<file path="src/rtl/veritune_pkg.sv">
// Shared veritune definitions: bus width defaults and the peak reader state encoding.
package veritune_pkg;

    localparam int unsigned VtAddrW = 10;
    localparam int unsigned VtDataW = 16;

    typedef enum logic [1:0] {
        StIdle = 2'd0,
        StScan = 2'd1,
        StDone = 2'd2
    } vt_state_t;

endpackage

</file>
<file path="src/rtl/veritune_abs_sat.sv">
// Combinational absolute value of a signed word; the most negative value saturates to max positive.
module veritune_abs_sat #(
    parameter int unsigned W = 16
) (
    input  logic signed [W-1:0] x,
    output logic        [W-1:0] mag
);

    localparam logic [W-1:0] MinNeg = {1'b1, {(W-1){1'b0}}};
    localparam logic [W-1:0] MaxPos = {1'b0, {(W-1){1'b1}}};

    always_comb begin
        mag = x;
        if (x == MinNeg) begin
            mag = MaxPos;
        end else if (x[W-1]) begin
            mag = -x;
        end
    end

endmodule

</file>
<file path="src/rtl/veritune_peak_reader.sv">
// Sweeps the positive-frequency FFT bins after Done and reports the bin with the largest
// absolute real part through a valid/ack handshake.
module veritune_peak_reader
    import veritune_pkg::*;
#(
    parameter int unsigned ADDR_W  = VtAddrW,
    parameter int unsigned DATA_W  = VtDataW,
    parameter int unsigned N_BINS  = 512,
    parameter int unsigned MIN_BIN = 1
) (
    input  logic                     Clk,
    input  logic                     Reset,
    input  logic                     Fft_done,
    output logic [ADDR_W-1:0]        Addr_Rd,
    input  logic signed [DATA_W-1:0] Data_rout,
    output logic                     Peak_valid,
    output logic [ADDR_W-1:0]        Peak_bin,
    output logic [DATA_W-1:0]        Peak_mag,
    input  logic                     Peak_ack,
    output logic                     Busy
);

    localparam logic [ADDR_W-1:0] FirstBin = ADDR_W'(MIN_BIN);
    localparam logic [ADDR_W-1:0] LastBin  = ADDR_W'(N_BINS - 1);

    vt_state_t         state_q, state_d;
    logic              done_q;
    logic              start;
    logic [DATA_W-1:0] mag;
    logic [ADDR_W-1:0] addr_q, addr_d;
    logic [DATA_W-1:0] best_mag_q, best_mag_d;
    logic [ADDR_W-1:0] best_bin_q, best_bin_d;
    logic [DATA_W-1:0] peak_mag_q, peak_mag_d;
    logic [ADDR_W-1:0] peak_bin_q, peak_bin_d;
    logic              upd;
    logic [DATA_W-1:0] scan_mag;
    logic [ADDR_W-1:0] scan_bin;

    veritune_abs_sat #(
        .W(DATA_W)
    ) u_abs_sat (
        .x  (Data_rout),
        .mag(mag)
    );

    assign start = Fft_done & ~done_q;

    // Strict compare so ties keep the lower (earlier) bin.
    assign upd      = mag > best_mag_q;
    assign scan_mag = upd ? mag : best_mag_q;
    assign scan_bin = upd ? addr_q : best_bin_q;

    always_comb begin
        state_d    = state_q;
        addr_d     = addr_q;
        best_mag_d = best_mag_q;
        best_bin_d = best_bin_q;
        peak_mag_d = peak_mag_q;
        peak_bin_d = peak_bin_q;
        unique case (state_q)
            StIdle: begin
                if (start) begin
                    state_d    = StScan;
                    addr_d     = FirstBin;
                    best_mag_d = '0;
                    best_bin_d = FirstBin;
                end
            end
            StScan: begin
                best_mag_d = scan_mag;
                best_bin_d = scan_bin;
                if (addr_q == LastBin) begin
                    state_d    = StDone;
                    addr_d     = '0;
                    peak_mag_d = scan_mag;
                    peak_bin_d = scan_bin;
                end else begin
                    addr_d = addr_q + 1'b1;
                end
            end
            StDone: begin
                if (Peak_ack) begin
                    if (start) begin
                        state_d    = StScan;
                        addr_d     = FirstBin;
                        best_mag_d = '0;
                        best_bin_d = FirstBin;
                    end else begin
                        state_d = StIdle;
                    end
                end
            end
            default: state_d = StIdle;
        endcase
    end

    // done_q resets high so a Done level present at reset release is not seen as an edge.
    always_ff @(posedge Clk or negedge Reset) begin
        if (!Reset) begin
            state_q    <= StIdle;
            done_q     <= 1'b1;
            addr_q     <= '0;
            best_mag_q <= '0;
            best_bin_q <= '0;
            peak_mag_q <= '0;
            peak_bin_q <= '0;
        end else begin
            state_q    <= state_d;
            done_q     <= Fft_done;
            addr_q     <= addr_d;
            best_mag_q <= best_mag_d;
            best_bin_q <= best_bin_d;
            peak_mag_q <= peak_mag_d;
            peak_bin_q <= peak_bin_d;
        end
    end

    assign Addr_Rd    = addr_q;
    assign Peak_bin   = peak_bin_q;
    assign Peak_mag   = peak_mag_q;
    assign Peak_valid = (state_q == StDone);
    assign Busy       = (state_q == StScan);

endmodule

</file>
<file path="config.mk">
export PLATFORM = sky130hd
export DESIGN_NAME = veritune_peak_reader
export DESIGN_NICKNAME = d
export VERILOG_FILES = /design/src/rtl/veritune_pkg.sv /design/src/rtl/veritune_abs_sat.sv /design/src/rtl/veritune_peak_reader.sv
export SDC_FILE = /design/constraint.sdc
export NUM_CORES = 1
export LEC_CHECK = 0
export ABC_AREA = 1
export BUFFER_PORTS_ARGS = -buffer_cell sky130_fd_sc_hd__buf_2
export CAP_MARGIN = 20
export CORE_ASPECT_RATIO = 1.25
export CORE_MARGIN = 5
export CORE_UTILIZATION = 58
export DETAILED_ROUTE_END_ITERATION = 8
export PLACE_DENSITY = 0.79
export SETUP_SLACK_MARGIN = 0.15
export SYNTH_ARGS = -nofsm -noshare
export SYNTH_HDL_FRONTEND = slang
export SYNTH_SLANG_ARGS = --single-unit
</file>
<file path="constraint.sdc">
create_clock -name Clk -period 2.4 [get_ports Clk]
set_clock_uncertainty 0.2 [all_clocks]
set_input_delay 0.24 -clock Clk [delete_from_list [all_inputs] [get_ports Clk]]
set_output_delay 0.24 -clock Clk [all_outputs]
set_load 0.05 [all_outputs]
</file>
# [Yosys cells after proc, flatten, opt, wreduce, memory -nomap -nowiden]
# Cells that the tools add are included.
[classes] order_cmp=1 n_addsub=2 mux=19 n_reduce_logical=5 n_bitwise=2 eq_ne=7
[ops] operator="16-bit two-way mux" count=5
[ops] operator="10-bit two-way mux" count=6
[ops] operator="10-bit case mux with 3 select lines" count=2
[ops] operator="16-bit case mux with 3 select lines" count=1
[ops] operator="16-bit == test (second input constant)" count=1
[ops] operator="16-bit greater-than comparator" count=1
[ops] operator="16-bit negator" count=1
[ops] operator="10-bit by 1-bit adder with 10-bit output (second input constant)" count=1
[ops] operator="10-bit by 9-bit == test with 1-bit output (second input constant)" count=1
[ops] operator="2-bit two-way mux" count=3
[ops] operator="2-bit case mux with 3 select lines" count=1
[ops] operator="2-bit by 1-bit != test with 1-bit output (second input constant)" count=2
[ops] operator="2-bit AND reduction" count=2
[ops] operator="3-bit AND reduction" count=1
[ops] operator="3-bit nonzero test" count=1
[ops] operator="2-bit by 1-bit == test with 1-bit output (second input constant)" count=1
[ops] operator="2-bit == test (second input constant)" count=1
[ops] operator="2-bit logical NOT" count=1
[ops] operator="2-bit != test (second input constant)" count=1
[ops] operator="1-bit bitwise AND" count=1
[ops] operator="1-bit two-way mux" count=1
[ops] operator="1-bit inverter" count=1
[totals] out_inout_bits=38 input_bits=20 ff_bits=65 word_cells=43

# [Logic depth before layout (Yosys ltp)]
# Gate-level depths: netlist (run 1).
[logic_depth] ltp_word=6 ltp_mapped=22

# [Cells and area by module]
# A second synthesis (run 1) with hierarchy kept.
[unflattened] hier_cells=534 area_unflattened_um2=3952.5
[modules_own_cells] module="veritune_peak_reader" n_inst=1 cells_each=432 area_each_um2=3432.0
[modules_own_cells] module="veritune_abs_sat" n_inst=1 cells_each=102 area_each_um2=520.5

# [Least setup slack after synthesis (run 1)]
# OpenSTA, ideal clock, no wires.
[synth_path] path_kind="input to register" startpoint="input Data_rout[1]" endpoint="register best_mag_q[7]" cell_stages=20 path_slack_ns=-0.360 path_buffers=2 t_arrival_ns=2.438 path_cell_list="inv_1 ha_1 nand2_1 nor2_1 nand3_1 nand3_1 nand2_1 nor2_1 inv_1 ha_1 nand2_1 nor2_1 nand2_1 nor2_1 inv_1 clkbuf_1 buf_2 nand3_1 nand3_1 nand2_1"
[synth_via] elab_chain_len=6
[synth_rtl] element="start, declared" line_no="veritune_peak_reader.sv:15" text="input logic signed [DATA_W-1:0] Data_rout,"
[synth_rtl] element="16-bit negator" line_no="veritune_abs_sat.sv:17" text="mag = -x;"
[synth_rtl] element="16-bit two-way mux" line_no="veritune_abs_sat.sv:16" text="end else if (x[W-1]) begin"
[synth_rtl] element="16-bit two-way mux (*)" line_no="veritune_abs_sat.sv:14" text="if (x == MinNeg) begin"
[synth_rtl] element="16-bit greater-than comparator" line_no="veritune_peak_reader.sv:49" text="assign upd = mag > best_mag_q;"
[synth_rtl] element="16-bit two-way mux (*)" line_no="veritune_peak_reader.sv:50" text="assign scan_mag = upd ? mag : best_mag_q;"
[synth_rtl] element="16-bit case mux with 3 select lines (*)" line_no="veritune_peak_reader.sv:60" text="unique case (state_q)"
[synth_rtl] element="end signal, assigned" line_no="veritune_peak_reader.sv:111" text="best_mag_q <= best_mag_d;"
[synth_rtl] element="end, declared" line_no="veritune_peak_reader.sv:31" text="logic [DATA_W-1:0] best_mag_q, best_mag_d;"
# Every way passes the cells marked *; elsewhere a longest branch is shown, timed or not.
# A chain may end at the register's enable or synchronous reset.

# [Worst setup path after layout (run 1)]
[layout_path] startpoint="input Data_rout[5]" endpoint="register peak_bin_q[0] (netlist: Peak_bin[0])"
[layout_via] elab_chain_len=5
[layout_rtl] element="16-bit negator" line_no="veritune_abs_sat.sv:17"
[layout_rtl] element="16-bit two-way mux" line_no="veritune_abs_sat.sv:16"
[layout_rtl] element="16-bit two-way mux (*)" line_no="veritune_abs_sat.sv:14"
[layout_rtl] element="16-bit greater-than comparator (*)" line_no="veritune_peak_reader.sv:49"
[layout_rtl] element="10-bit two-way mux (*)" line_no="veritune_peak_reader.sv:51" text="assign scan_bin = upd ? addr_q : best_bin_q;"
[layout_rtl] element="end signal, assigned" line_no="veritune_peak_reader.sv:114" text="peak_bin_q <= peak_bin_d;"
[layout_rtl] element="end, declared" line_no="veritune_peak_reader.sv:34" text="logic [ADDR_W-1:0] peak_bin_q, peak_bin_d;"
# Marked as above.

==> impl_metrics.tcl, run 1 <==
set metrics [dict create \
    asyncSetResetFlopFracSynth_pct 100 \
    hold_path.class "in2async" \
    finish.instance_area_sq_um 6290 \
    clk_root_buffer_cell "sky130_fd_sc_hd__clkbuf_8" \
    totalWireLength_mm 22.1 \
    antenna-diode-count 0 \
    synth_ff_type "sky130_fd_sc_hd__dfrtp_1" \
    area_growth_syn_to_fin_pct 59.9 \
    setup_viol_count_final 58 \
    ctsHtreeMaxLevel 3 \
    timing.critical_path.arrival_ns 3.18 \
    grt_pass1_vias 5060 \
    cts_buffers 9 \
    static-leakage-power_nw 3.16 \
    hpwl_mm 7.84 \
    postSynthNetCount 589 \
    syn_area_sq_um 3930 \
    grt_util_all_layers_pct 37.4 \
    final_layout_size_suffix_gt1_share_pct 49.5 \
    crit_top_cell "sky130_fd_sc_hd__nand2_2" \
    place.gp.congestion 0.857 \
    path_clk_slew_ns 0.10 \
    filler_cell_count 163 \
    critical-path-max-stage-delay_ns 0.29 \
    crit_required_ns 2.51 \
    unrepaired_setup_endpoints_after_global_routing "yes" \
    powerDensity_nw_per_um2 1180 \
    floorplan.core_area_sq_um 6570 \
    grt_start_max_net_pins 32 \
    drt_iter0_drc 1100 \
    finalNetCount 738 \
    post_drt_via_cell_ratio 6.99 \
    final-hold-violation-count 0 \
    initial_util_pct 59.9 \
    placed_cells 749 \
    layout.cells.non_filler 792 \
    wire_length_of_the_first_global_routing_pass_mm 25.2 \
    numPortBuffers 57 \
    io_pins 58 \
    max_cap_viol_count 0 \
    num_rows 33 \
    fp.dieArea_sq_um 8530 \
    synth_area_per_cell_sq_um 7.13 \
    origin_of_the_worst_setup_path "Data_rout[5]" \
    drcViolationCount 0 \
    crit_type "in2reg" \
    post_drt_wl_per_cell_um 27.9 \
    floorplan.die.width_um 83.6 \
    slew_headroom_pct 56.9 \
    crit_path_end "Peak_bin[0]" \
    worst_skew_pair.late_latency_ns 0.37 \
    post_synthesis_sequential_area_ratio_pct 41.4 \
    worst_path_max_delay_cell "sky130_fd_sc_hd__ha_1" \
    cts.sink_count 65 \
    post-place-ws_ns -0.630 \
    synth_warnings 0 \
    r2r_end "Peak_bin[0]" \
    antenna_found_initial 0 \
    number_of_max_slew_violations_in_the_final_report 0 \
    cp_endpoint_kind "flop" \
    ys_types 32 \
    via_count 5539 \
    violations "setup timing" \
    chipHeight_um 102 \
    finalCritPeriodShare_pct 128 \
    grt_overflow_total 0 \
    finalPower_w 0.00739 \
    ys_ff_latch 65 \
    reg2reg_setup_slack_ns -0.29 \
    timing.critical_path.cells "buf_2, inv_1, nand2_2, nor2_4, inv_2, nand2_2, nand2_2, a21oi_2, inv_1, ha_1, nand2_2, nor2_4, nand4_1, nor2_4, clkinv_4, nand2_8, buf_8, nand2_4, nand2_2, nand2_2, nand2_2" \
    status "finished, violations left" \
    ff2ff_path_depth 13 \
    vdd_ir_drop_max_uv 775 \
    first_pass_iters 6 \
    clock_tree_from_tritoncts "done" \
    final.min_clock_period_ns 3.07 \
    synth_enable_flop_cells 0 \
    reg2reg_from "best_mag_q[5]" \
    crit_path_start_kind "primary input" \
    ant_nets 0 \
    clock_path_buffers 2 \
    max_clock_freq_mhz 325 \
    final.setup.worst_slack_ns -0.674 \
    syn_inst 551 \
    critPathMaxFanout 5 \
    tightestPinTransition_ns 0.647 \
    post_dp_cell_area_sq_um 4940 \
]
[worst max-delay path: cells and delay by family]
kind / cells / cell delay (ns)
AND/OR/NAND/NOR: 13 / 1.73
buffers and inverters: 6 / 0.71
adder cells (fa/ha/maj): 1 / 0.29
AO/OA/AOI/OAI: 1 / 0.19
[where the power goes]
| group | leakage [nW] | internal, W | switching [W] |
|---|---|---|---|
| Sequential | 0.702 | 0.00138 | 0.000245 |
| Combinational | 2.32 | 0.00149 | 0.00288 |
| Clock | 0.137 | 0.000831 | 0.000562 |
| Total | 3.16 | 0.00371 | 0.00368 |
[worst min-delay path by stage]
stage	start	endpoint	slack (ns)	depth (start not counted)
6_report	Reset	Addr_Rd[2]	0.24	2
4_1_cts	Reset	Addr_Rd[2]	0.19	2
5_1_grt	Reset	best_bin_q[1]	0.24	2
2_1_floorplan	Reset	Addr_Rd[0]	-0.26	0
3_5_place_dp	Reset	Addr_Rd[2]	0.03	1
3_3_place_gp	Reset	Addr_Rd[2]	0.02	1
[stage by stage]
stage	utilization [%]	hold slack [ns]	setup TNS [ns]
after global routing	95.8	0.242	-33.07
after CTS	90.3	0.190	-5.18
final	95.8	0.238	-32.19
after floorplan	-	-0.256	-4.81
after global placement	75.2	0.0231	-23.55
after detailed placement	75.2	0.0272	-30.06
[Yosys cell counts, types with 5 or more instances]
cell type                  count  share of area, %
sky130_fd_sc_hd__o21ai_0      10               1.3
sky130_fd_sc_hd__inv_1        82               7.8
sky130_fd_sc_hd__nand3_1      87                11
sky130_fd_sc_hd__nand2_1     172                16
sky130_fd_sc_hd__xor2_1        5               1.1
sky130_fd_sc_hd__clkbuf_1      5              0.48
sky130_fd_sc_hd__buf_2         7              0.89
sky130_fd_sc_hd__ha_1         18               5.7
sky130_fd_sc_hd__nor2_1       37               3.5
sky130_fd_sc_hd__dfrtp_1      64                41
sky130_fd_sc_hd__a21oi_1      22               2.8
sky130_fd_sc_hd__o21ai_1      12               1.5
[state kept, by name, indices dropped and copies added (netlist names)]
| register | count |
|---|---|
| Peak_bin | 10 |
| best_mag_q | 16 |
| state_q | 2 |
| best_bin_q | 10 |
| Addr_Rd | 10 |
| Peak_mag | 16 |
| done_q | 1 |
[logic make-up (layout without fill, tap and decap cells)]
kind of cell | count (synthesis) | in the layout | share of synthesized area (%)
xor+xnor | 5 | 5 | 1.11
flops | 65 | 65 | 41.4
simple gates | 310 | 310 | 34.2
fa+ha+maj | 18 | 18 | 5.73
buf+inv | 104 | 258 | 11.0
compound gates | 49 | 49 | 6.52
[per-layer routing]
layer | global-route usage [%] | vias to the layer above | part of all wire, %
met1 | 40.9 | 2434 | 29
met2 | 66.0 | 754 | 44
met3 | 7.10 | 304 | 15
met4 | 26.0 | 0 | 12
li1 | - | 2047 | -
met5 | 0 | - | 0
[placed cells by master, fill, tap and decap left out, types with 13 or more instances in the layout]
cell type,count
sky130_fd_sc_hd__ha_1,13
sky130_fd_sc_hd__dfrtp_1,62
sky130_fd_sc_hd__nand2_2,44
sky130_fd_sc_hd__nand2_1,111
sky130_fd_sc_hd__inv_1,73
sky130_fd_sc_hd__nand3_2,47
sky130_fd_sc_hd__nand3_1,31
sky130_fd_sc_hd__a21oi_1,14
sky130_fd_sc_hd__buf_4,80
sky130_fd_sc_hd__buf_2,54
sky130_fd_sc_hd__nand2_4,16
sky130_fd_sc_hd__nor2_1,19
[cell type report]
type,count,area [sq um],area share [%]
Multi-Input combinational cell,382,2710,43.1
Sequential cell,65,1630,25.9
Timing Repair Buffer,156,1210,19.3
Inverter,86,350,5.57
Clock buffer,10,138,2.19
Clock inverter,6,138,2.19
Tap cell,87,109,1.73
[what timing repair did]
action                                  4_1_cts  5_1_grt
gates cloned                                  5        0
hold endpoints to repair                     21        0
hold buffers                                  3        0
pin swaps                                    25       31
setup buffers                                15        4
gates resized for setup                     116       93
endpoints found under the setup margin       52       59
(Power assumes the default switching activity.)
==> run 2: changes to the inputs <==
- BUFFER_PORTS_ARGS: -buffer_cell sky130_fd_sc_hd__buf_2 -> not set
- CORE_UTILIZATION: 58 -> 59
- DONT_BUFFER_PORTS: not set -> 1
- PLACE_DENSITY: 0.79 -> 0.73
- SETUP_SLACK_MARGIN: 0.15 -> 0.5
==> impl_metrics.tcl, run 2 (synthesis results as in run 1) <==
set metrics [dict create \
    static-leakage-power_nw 2.76 \
    area_growth_syn_to_fin_pct 39.9 \
    critPathMaxFanout 7 \
    grt_start_max_net_pins 66 \
    status "finished, violations left" \
    place.gp.congestion 0.868 \
    mostFrequentLayoutCells "sky130_fd_sc_hd__nand2_1 (131), sky130_fd_sc_hd__inv_1 (72), sky130_fd_sc_hd__nand3_1 (67)" \
    wire_length_of_the_first_global_routing_pass_mm 17.4 \
    io_pins 58 \
    grt_util_all_layers_pct 25.4 \
    antenna-diode-count 0 \
    powerDensity_nw_per_um2 1090 \
    antenna_found_initial 0 \
    vdd_ir_drop_max_uv 546 \
    power_frac_seq_pct 26.2 \
    power_switching_share_pct 43.4 \
    cts_hold_buf 2 \
    clock_tree_from_tritoncts "done" \
    setup_viol_count_final 52 \
    p_int_w 0.00338 \
    violations "hold timing, setup timing" \
    tightestPinTransition_ns 0.531 \
    via_count 4162 \
    crit_required_ns 2.42 \
    chipHeight_um 101 \
    path_clk_slew_ns 0.09 \
    post-place-ws_ns -0.515 \
    finalNetCount 660 \
    crit_path_start_kind "primary input" \
    ctsHtreeMaxLevel 3 \
    origin_of_the_worst_setup_path "Data_rout[0]" \
    numPortBuffers 0 \
    totalWireLength_mm 12.4 \
    crit_type "in2reg" \
    final-hold-violation-count 65 \
    final_core_util_pct 84.3 \
    max_cap_viol_count 0 \
    hold_path.class "in2async" \
    power.net_switching_w 0.00260 \
    timing.critical_path.arrival_ns 2.65 \
    cts_buffers 9 \
    number_of_max_slew_violations_in_the_final_report 0 \
    fin_setup_tns_ns -7.35 \
    max_clock_freq_mhz 381 \
    drcViolationCount 0 \
    floorplan.core_area_sq_um 6520 \
    cp_endpoint_kind "flop" \
    slew_headroom_pct 64.6 \
    combinationalPowerShare_pct 54.1 \
    layout_commonest_cell "sky130_fd_sc_hd__nand2_1" \
    final.setup.worst_slack_ns -0.226 \
    floorplan.die.width_um 83.0 \
    final_layout_size_suffix_gt1_share_pct 35.1 \
    clock_power_share_pct 19.7 \
    drt_iter0_drc 308 \
    initial_util_pct 60.3 \
    hpwl_mm 7.12 \
    finalCritPeriodShare_pct 109 \
    grt_pass1_vias 3818 \
    post_drt_via_cell_ratio 5.83 \
    reg2reg_setup_slack_ns 0.04 \
    fp.dieArea_sq_um 8410 \
    finalHoldWorstSlack_ns -0.623 \
    ant_nets 0 \
    reg2reg_from "best_mag_q[15]" \
    unrepaired_setup_endpoints_after_global_routing "yes" \
    post_drt_wl_per_cell_um 17.4 \
    first_pass_iters 6 \
    worst_skew_pair.late_latency_ns 0.35 \
    r2r_end "Peak_mag[5]" \
    num_rows 33 \
    grt_overflow_total 0 \
    ff2ff_path_depth 11 \
    clock_path_buffers 2 \
    clk_root_buffer_cell "sky130_fd_sc_hd__clkbuf_8" \
    cts.sink_count 65 \
    final.min_clock_period_ns 2.63 \
]
-- run 2: changes by cell type in the layout (fill, tap and decap cells not counted), moves of 6 or more --
cell | previous run | this run
sky130_fd_sc_hd__nand3_4 | 9 | 3
sky130_fd_sc_hd__nand2_2 | 44 | 34
sky130_fd_sc_hd__buf_4 | 80 | 61
sky130_fd_sc_hd__o21ai_1 | 9 | 15
sky130_fd_sc_hd__nand2_4 | 16 | 6
sky130_fd_sc_hd__buf_2 | 54 | 0
sky130_fd_sc_hd__nand3_1 | 31 | 67
sky130_fd_sc_hd__nand3_2 | 47 | 17
sky130_fd_sc_hd__nand2_1 | 111 | 131
sky130_fd_sc_hd__o21ai_2 | 9 | 2
-- run 2: repair_timing --
action                                  4_1_cts  5_1_grt
pin swaps                                    10       32
endpoints found under the setup margin       57       59
cloned                                        0        5
gates resized for setup                      56       70
buffers inserted                              9        6
endpoints found under the hold margin        68       65
-- run 2: how the worst max path moves through the flow --
| stage | endpoint | slack, ns |
|---|---|---|
| 2_1_floorplan | best_mag_q[7] | -0.12 |
| 3_3_place_gp | best_bin_q[0] | -0.43 |
| 3_5_place_dp | best_bin_q[0] | -0.52 |
| 4_1_cts | best_bin_q[0] | 0.08 |
| 5_1_grt | Peak_mag[5] | -0.30 |
| 6_report | Peak_mag[5] | -0.23 |
-- run 2: area by class of cell --
type,instances,area [sq um]
multi-input combinational,382,2420
sequential,65,1630
fill,394,1020
timing repair buffer,76,687
inverter,86,388
clock inverter,7,125
clock buffer,9,124
tap,87,109
timing repair inverter,2,11.3
-- run 2: metrics by stage --
step	hold WS (ns)	power, W	std cells	area (sq um)
5_1_grt	-0.635	0.00632	714	5500
4_1_cts	-0.624	0.00526	703	5110
3_5_place_dp	-0.254	0.00389	676	4550
3_3_place_gp	-0.254	0.00380	676	4550
6_report	-0.623	0.00598	714	5500
2_1_floorplan	-0.256	0.00330	551	4140
-- run 2: worst max-delay path: stages --
cell,delay (ns)
sky130_fd_sc_hd__clkinv_16,0.03
sky130_fd_sc_hd__ha_4,0.14
sky130_fd_sc_hd__nand2_4,0.05
sky130_fd_sc_hd__nor2_4,0.21
sky130_fd_sc_hd__nand4_4,0.23
sky130_fd_sc_hd__nand2_1,0.14
sky130_fd_sc_hd__nor2_1,0.07
sky130_fd_sc_hd__inv_1,0.06
sky130_fd_sc_hd__ha_1,0.25
sky130_fd_sc_hd__a21oi_1,0.20
sky130_fd_sc_hd__nand2_2,0.10
sky130_fd_sc_hd__a21oi_4,0.28
sky130_fd_sc_hd__nand2_8,0.12
sky130_fd_sc_hd__nand2_8,0.14
sky130_fd_sc_hd__clkbuf_16,0.16
sky130_fd_sc_hd__nand2_2,0.06
sky130_fd_sc_hd__nand3_1,0.12
sky130_fd_sc_hd__nand2_1,0.07
-- run 2: routing by layer --
layer	GRT usage (%)	vias up	wire length (um)
met2	44.9	221	6350
li1	-	1883	-
met3	6.51	75	918
met4	11.9	0	727
met5	0	-	0
met1	29.0	1983	4410
-- run 2: power by group through the flow --
stage / Combinational (W) / Clock [W] / Sequential [W]
after detailed placement: 0.00233 / 0 / 0.00157
after global routing: 0.00350 / 0.00123 / 0.00159
after floorplan: 0.00160 / 0 / 0.00170
after CTS: 0.00254 / 0.00117 / 0.00155
after global placement: 0.00224 / 0 / 0.00156
final: 0.00324 / 0.00118 / 0.00157
==> run 3: changes to the inputs <==
- ABC_AREA: 1 -> not set
- clock period: 2.4 -> 3.15 ns (I/O delays scaled with it)
==> impl_metrics.tcl, run 3 <==
set metrics [dict create \
    io_pins 58 \
    final_layout_size_suffix_gt1_share_pct 25.7 \
    wire_length_of_the_first_global_routing_pass_mm 15.0 \
    clk_root_buffer_cell "sky130_fd_sc_hd__clkbuf_8" \
    slew_headroom_pct 58.5 \
    via_count 3077 \
    postSynthNetCount 408 \
    syn_inst 370 \
    post_synthesis_sequential_area_ratio_pct 45.3 \
    num_rows 31 \
    post-synth-top-area-cell "sky130_fd_sc_hd__dfrtp_1" \
    violations "setup timing" \
    finalNetCount 461 \
    critical-path-max-stage-delay_ns 0.53 \
    synth_area_per_cell_sq_um 9.71 \
    final.setup.worst_slack_ns -0.0731 \
    first_pass_iters 4 \
    layout_commonest_cell "sky130_fd_sc_hd__dfrtp_1" \
    worst_skew_pair.late_latency_ns 0.34 \
    mostFrequentLayoutCells "sky130_fd_sc_hd__dfrtp_1 (64), sky130_fd_sc_hd__buf_4 (46), sky130_fd_sc_hd__nand2_1 (45)" \
    routed.top_layer "met4" \
    seq_area_sq_um 1630 \
    powerDensity_nw_per_um2 843 \
    syn_area_sq_um 3590 \
    crit_path_start_kind "primary input" \
    antenna_found_initial 0 \
    grt_pass1_vias 3145 \
    finalCritPeriodShare_pct 102 \
    floorplan.core_area_sq_um 5860 \
    unrepaired_setup_endpoints_after_global_routing "yes" \
    static-leakage-power_nw 2.18 \
    timing.critical_path.cells "nor4_4, buf_4, nand4_1, a22oi_2, a21oi_2, ha_4, nand3_4, or4_4, a21oi_4, o31ai_4, buf_6, a21o_4, clkbuf_16, a22o_1" \
    place.gp.congestion 0.842 \
    fin_setup_tns_ns -1.43 \
    vdd_ir_drop_max_uv 439 \
    setup_viol_count_final 28 \
    floorplan.die.width_um 79.8 \
    crit_required_ns 3.17 \
    tightestPinTransition_ns 0.622 \
    path_clk_slew_ns 0.07 \
    multi_input_area_sq_um 2020 \
    asyncSetResetFlopFracSynth_pct 100 \
    cts.sink_count 65 \
    yosys.cell_count.top_type "sky130_fd_sc_hd__dfrtp_1" \
    hold_path.class "in2reg" \
    layout.cells.non_filler 510 \
    status "finished, violations left" \
    numPortBuffers 0 \
    hp-start "Data_rout[13]" \
    chipHeight_um 97.3 \
    clock_path_buffers 2 \
    ant_nets 0 \
    cts_buffers 9 \
    timing.critical_path.arrival_ns 3.24 \
    critPathMaxFanout 10 \
    cp_endpoint_kind "flop" \
    ctsHtreeMaxLevel 3 \
    worst_path_max_delay_cell "sky130_fd_sc_hd__or4_4" \
    placed_cells 482 \
    met3WireLength_um 551 \
    routed_wire_length_on_met2_mm 4.80 \
    filler_cell_count 384 \
    area_growth_syn_to_fin_pct 27.3 \
    grt_start_max_net_pins 66 \
    max_cap_viol_count 0 \
    final.min_clock_period_ns 3.22 \
    largest_cells_by_area_after_synthesis "sky130_fd_sc_hd__dfrtp_1 (45%), sky130_fd_sc_hd__mux2i_1 (7.0%), sky130_fd_sc_hd__a22o_1 (6.3%), sky130_fd_sc_hd__ha_1 (6.3%), sky130_fd_sc_hd__o21ai_0 (6.0%)" \
    drcViolationCount 0 \
    clock_tree_from_tritoncts "done" \
    ys_types 46 \
    number_of_max_slew_violations_in_the_final_report 0 \
    initial_util_pct 61.4 \
    origin_of_the_worst_setup_path "Data_rout[3]" \
    max_clock_freq_mhz 310 \
    post_drt_via_cell_ratio 6.03 \
    synth_common_cells "sky130_fd_sc_hd__dfrtp_1 (64), sky130_fd_sc_hd__nand2_1 (46), sky130_fd_sc_hd__o21ai_0 (43), sky130_fd_sc_hd__a22o_1 (26)" \
    ys_ff_latch 65 \
    synth_warnings 0 \
    finalPower_w 0.00386 \
    grt_util_all_layers_pct 24.2 \
    final-hold-violation-count 0 \
    fp.dieArea_sq_um 7760 \
    crit_type "in2reg" \
    synth_enable_flop_cells 0 \
    synth_ff_type "sky130_fd_sc_hd__dfrtp_1" \
    hpwl_mm 6.17 \
    m1WireLength_mm 3.66 \
    antenna-diode-count 0 \
    post_drt_wl_per_cell_um 18.1 \
    drt_iter0_drc 167 \
    grt_overflow_total 0 \
    synth_largest_type_area_fraction_pct 44.6 \
    totalWireLength_mm 9.21 \
    reg2reg_from "best_mag_q[7]" \
]
[run 3: worst max-delay path, delay by kind of cell]
kind | cells | cell delay, ns
AND/OR/NAND/NOR | 4 | 1.08
AO/OA/AOI/OAI | 6 | 1.05
adder cells (fa/ha/maj) | 1 | 0.28
buffers and inverters | 3 | 0.51
[run 3: per-stage QoR]
| step | setup WS [ns] | hold WS (ns) | utilization [%] | instance area (sq um) |
|---|---|---|---|---|
| finish | -0.0731 | 0.164 | 78.1 | 4580 |
| global route | -0.200 | 0.165 | 78.1 | 4580 |
| CTS | 0.0452 | 0.153 | 74.9 | 4390 |
| detailed placement | -0.378 | -0.179 | 69.2 | 4050 |
| global placement | -0.352 | -0.179 | 69.2 | 4050 |
| floorplan | -0.205 | -0.181 | - | 3650 |
[run 3: where the power goes]
part	switching, W	total (W)	internal, W	leakage (nW)
logic	0.00102	0.00199	0.000973	1.39
registers	0.000221	0.00126	0.00104	0.713
clock network	0.000330	0.000610	0.000280	0.0818
total	0.00157	0.00386	0.00229	2.18
[run 3: final timing paths]
check	to	slack [ns]	cells after the start
setup reg to reg	best_mag_q[12]	0.40	10
hold / removal	best_mag_q[15]	0.16	3
hold reg to reg	best_bin_q[8]	0.31	1
min in group asynchronous	state_q[1]	0.31	2
max in group asynchronous	done_q	2.15	2
setup / recovery	best_mag_q[12]	-0.07	14
[run 3: repair_timing]
item | 4_1_cts | 5_1_grt
cloned | 0 | 2
resized for setup | 20 | 27
endpoints found under the hold margin | 68 | 0
hold buffers | 4 | 0
buffers inserted | 5 | 1
pin swaps | 4 | 11
setup endpoints to repair | 52 | 52
[run 3: metal layers]
layer	vias to the layer above	GRT usage, %
met1	1522	29.1
met3	19	6.31
li1	1444	-
met2	92	41.0
met4	0	8.97
met5	-	0
[run 3: cell families (layout without fill, tap and decap cells)]
group | after synthesis | in the layout | synth area share, %
AO/OA/AOI/OAI | 113 | 113 | 20.5
AND/OR/NAND/NOR | 99 | 99 | 13.6
flip-flops | 65 | 65 | 45.3
buffers and inverters | 43 | 101 | 5.64
multiplexers | 25 | 25 | 6.96
adder cells (fa/ha/maj) | 18 | 18 | 6.27
XOR/XNOR | 7 | 7 | 1.71
[run 3: layout make-up]
| cell class | count | area share [%] |
|---|---|---|
| Tap cell | 82 | 2.24 |
| Timing Repair Buffer | 59 | 12.4 |
| Multi-Input combinational cell | 262 | 44.1 |
| Inverter | 26 | 2.13 |
| Clock buffer | 10 | 2.79 |
| Clock inverter | 6 | 0.766 |
| Sequential cell | 65 | 35.6 |
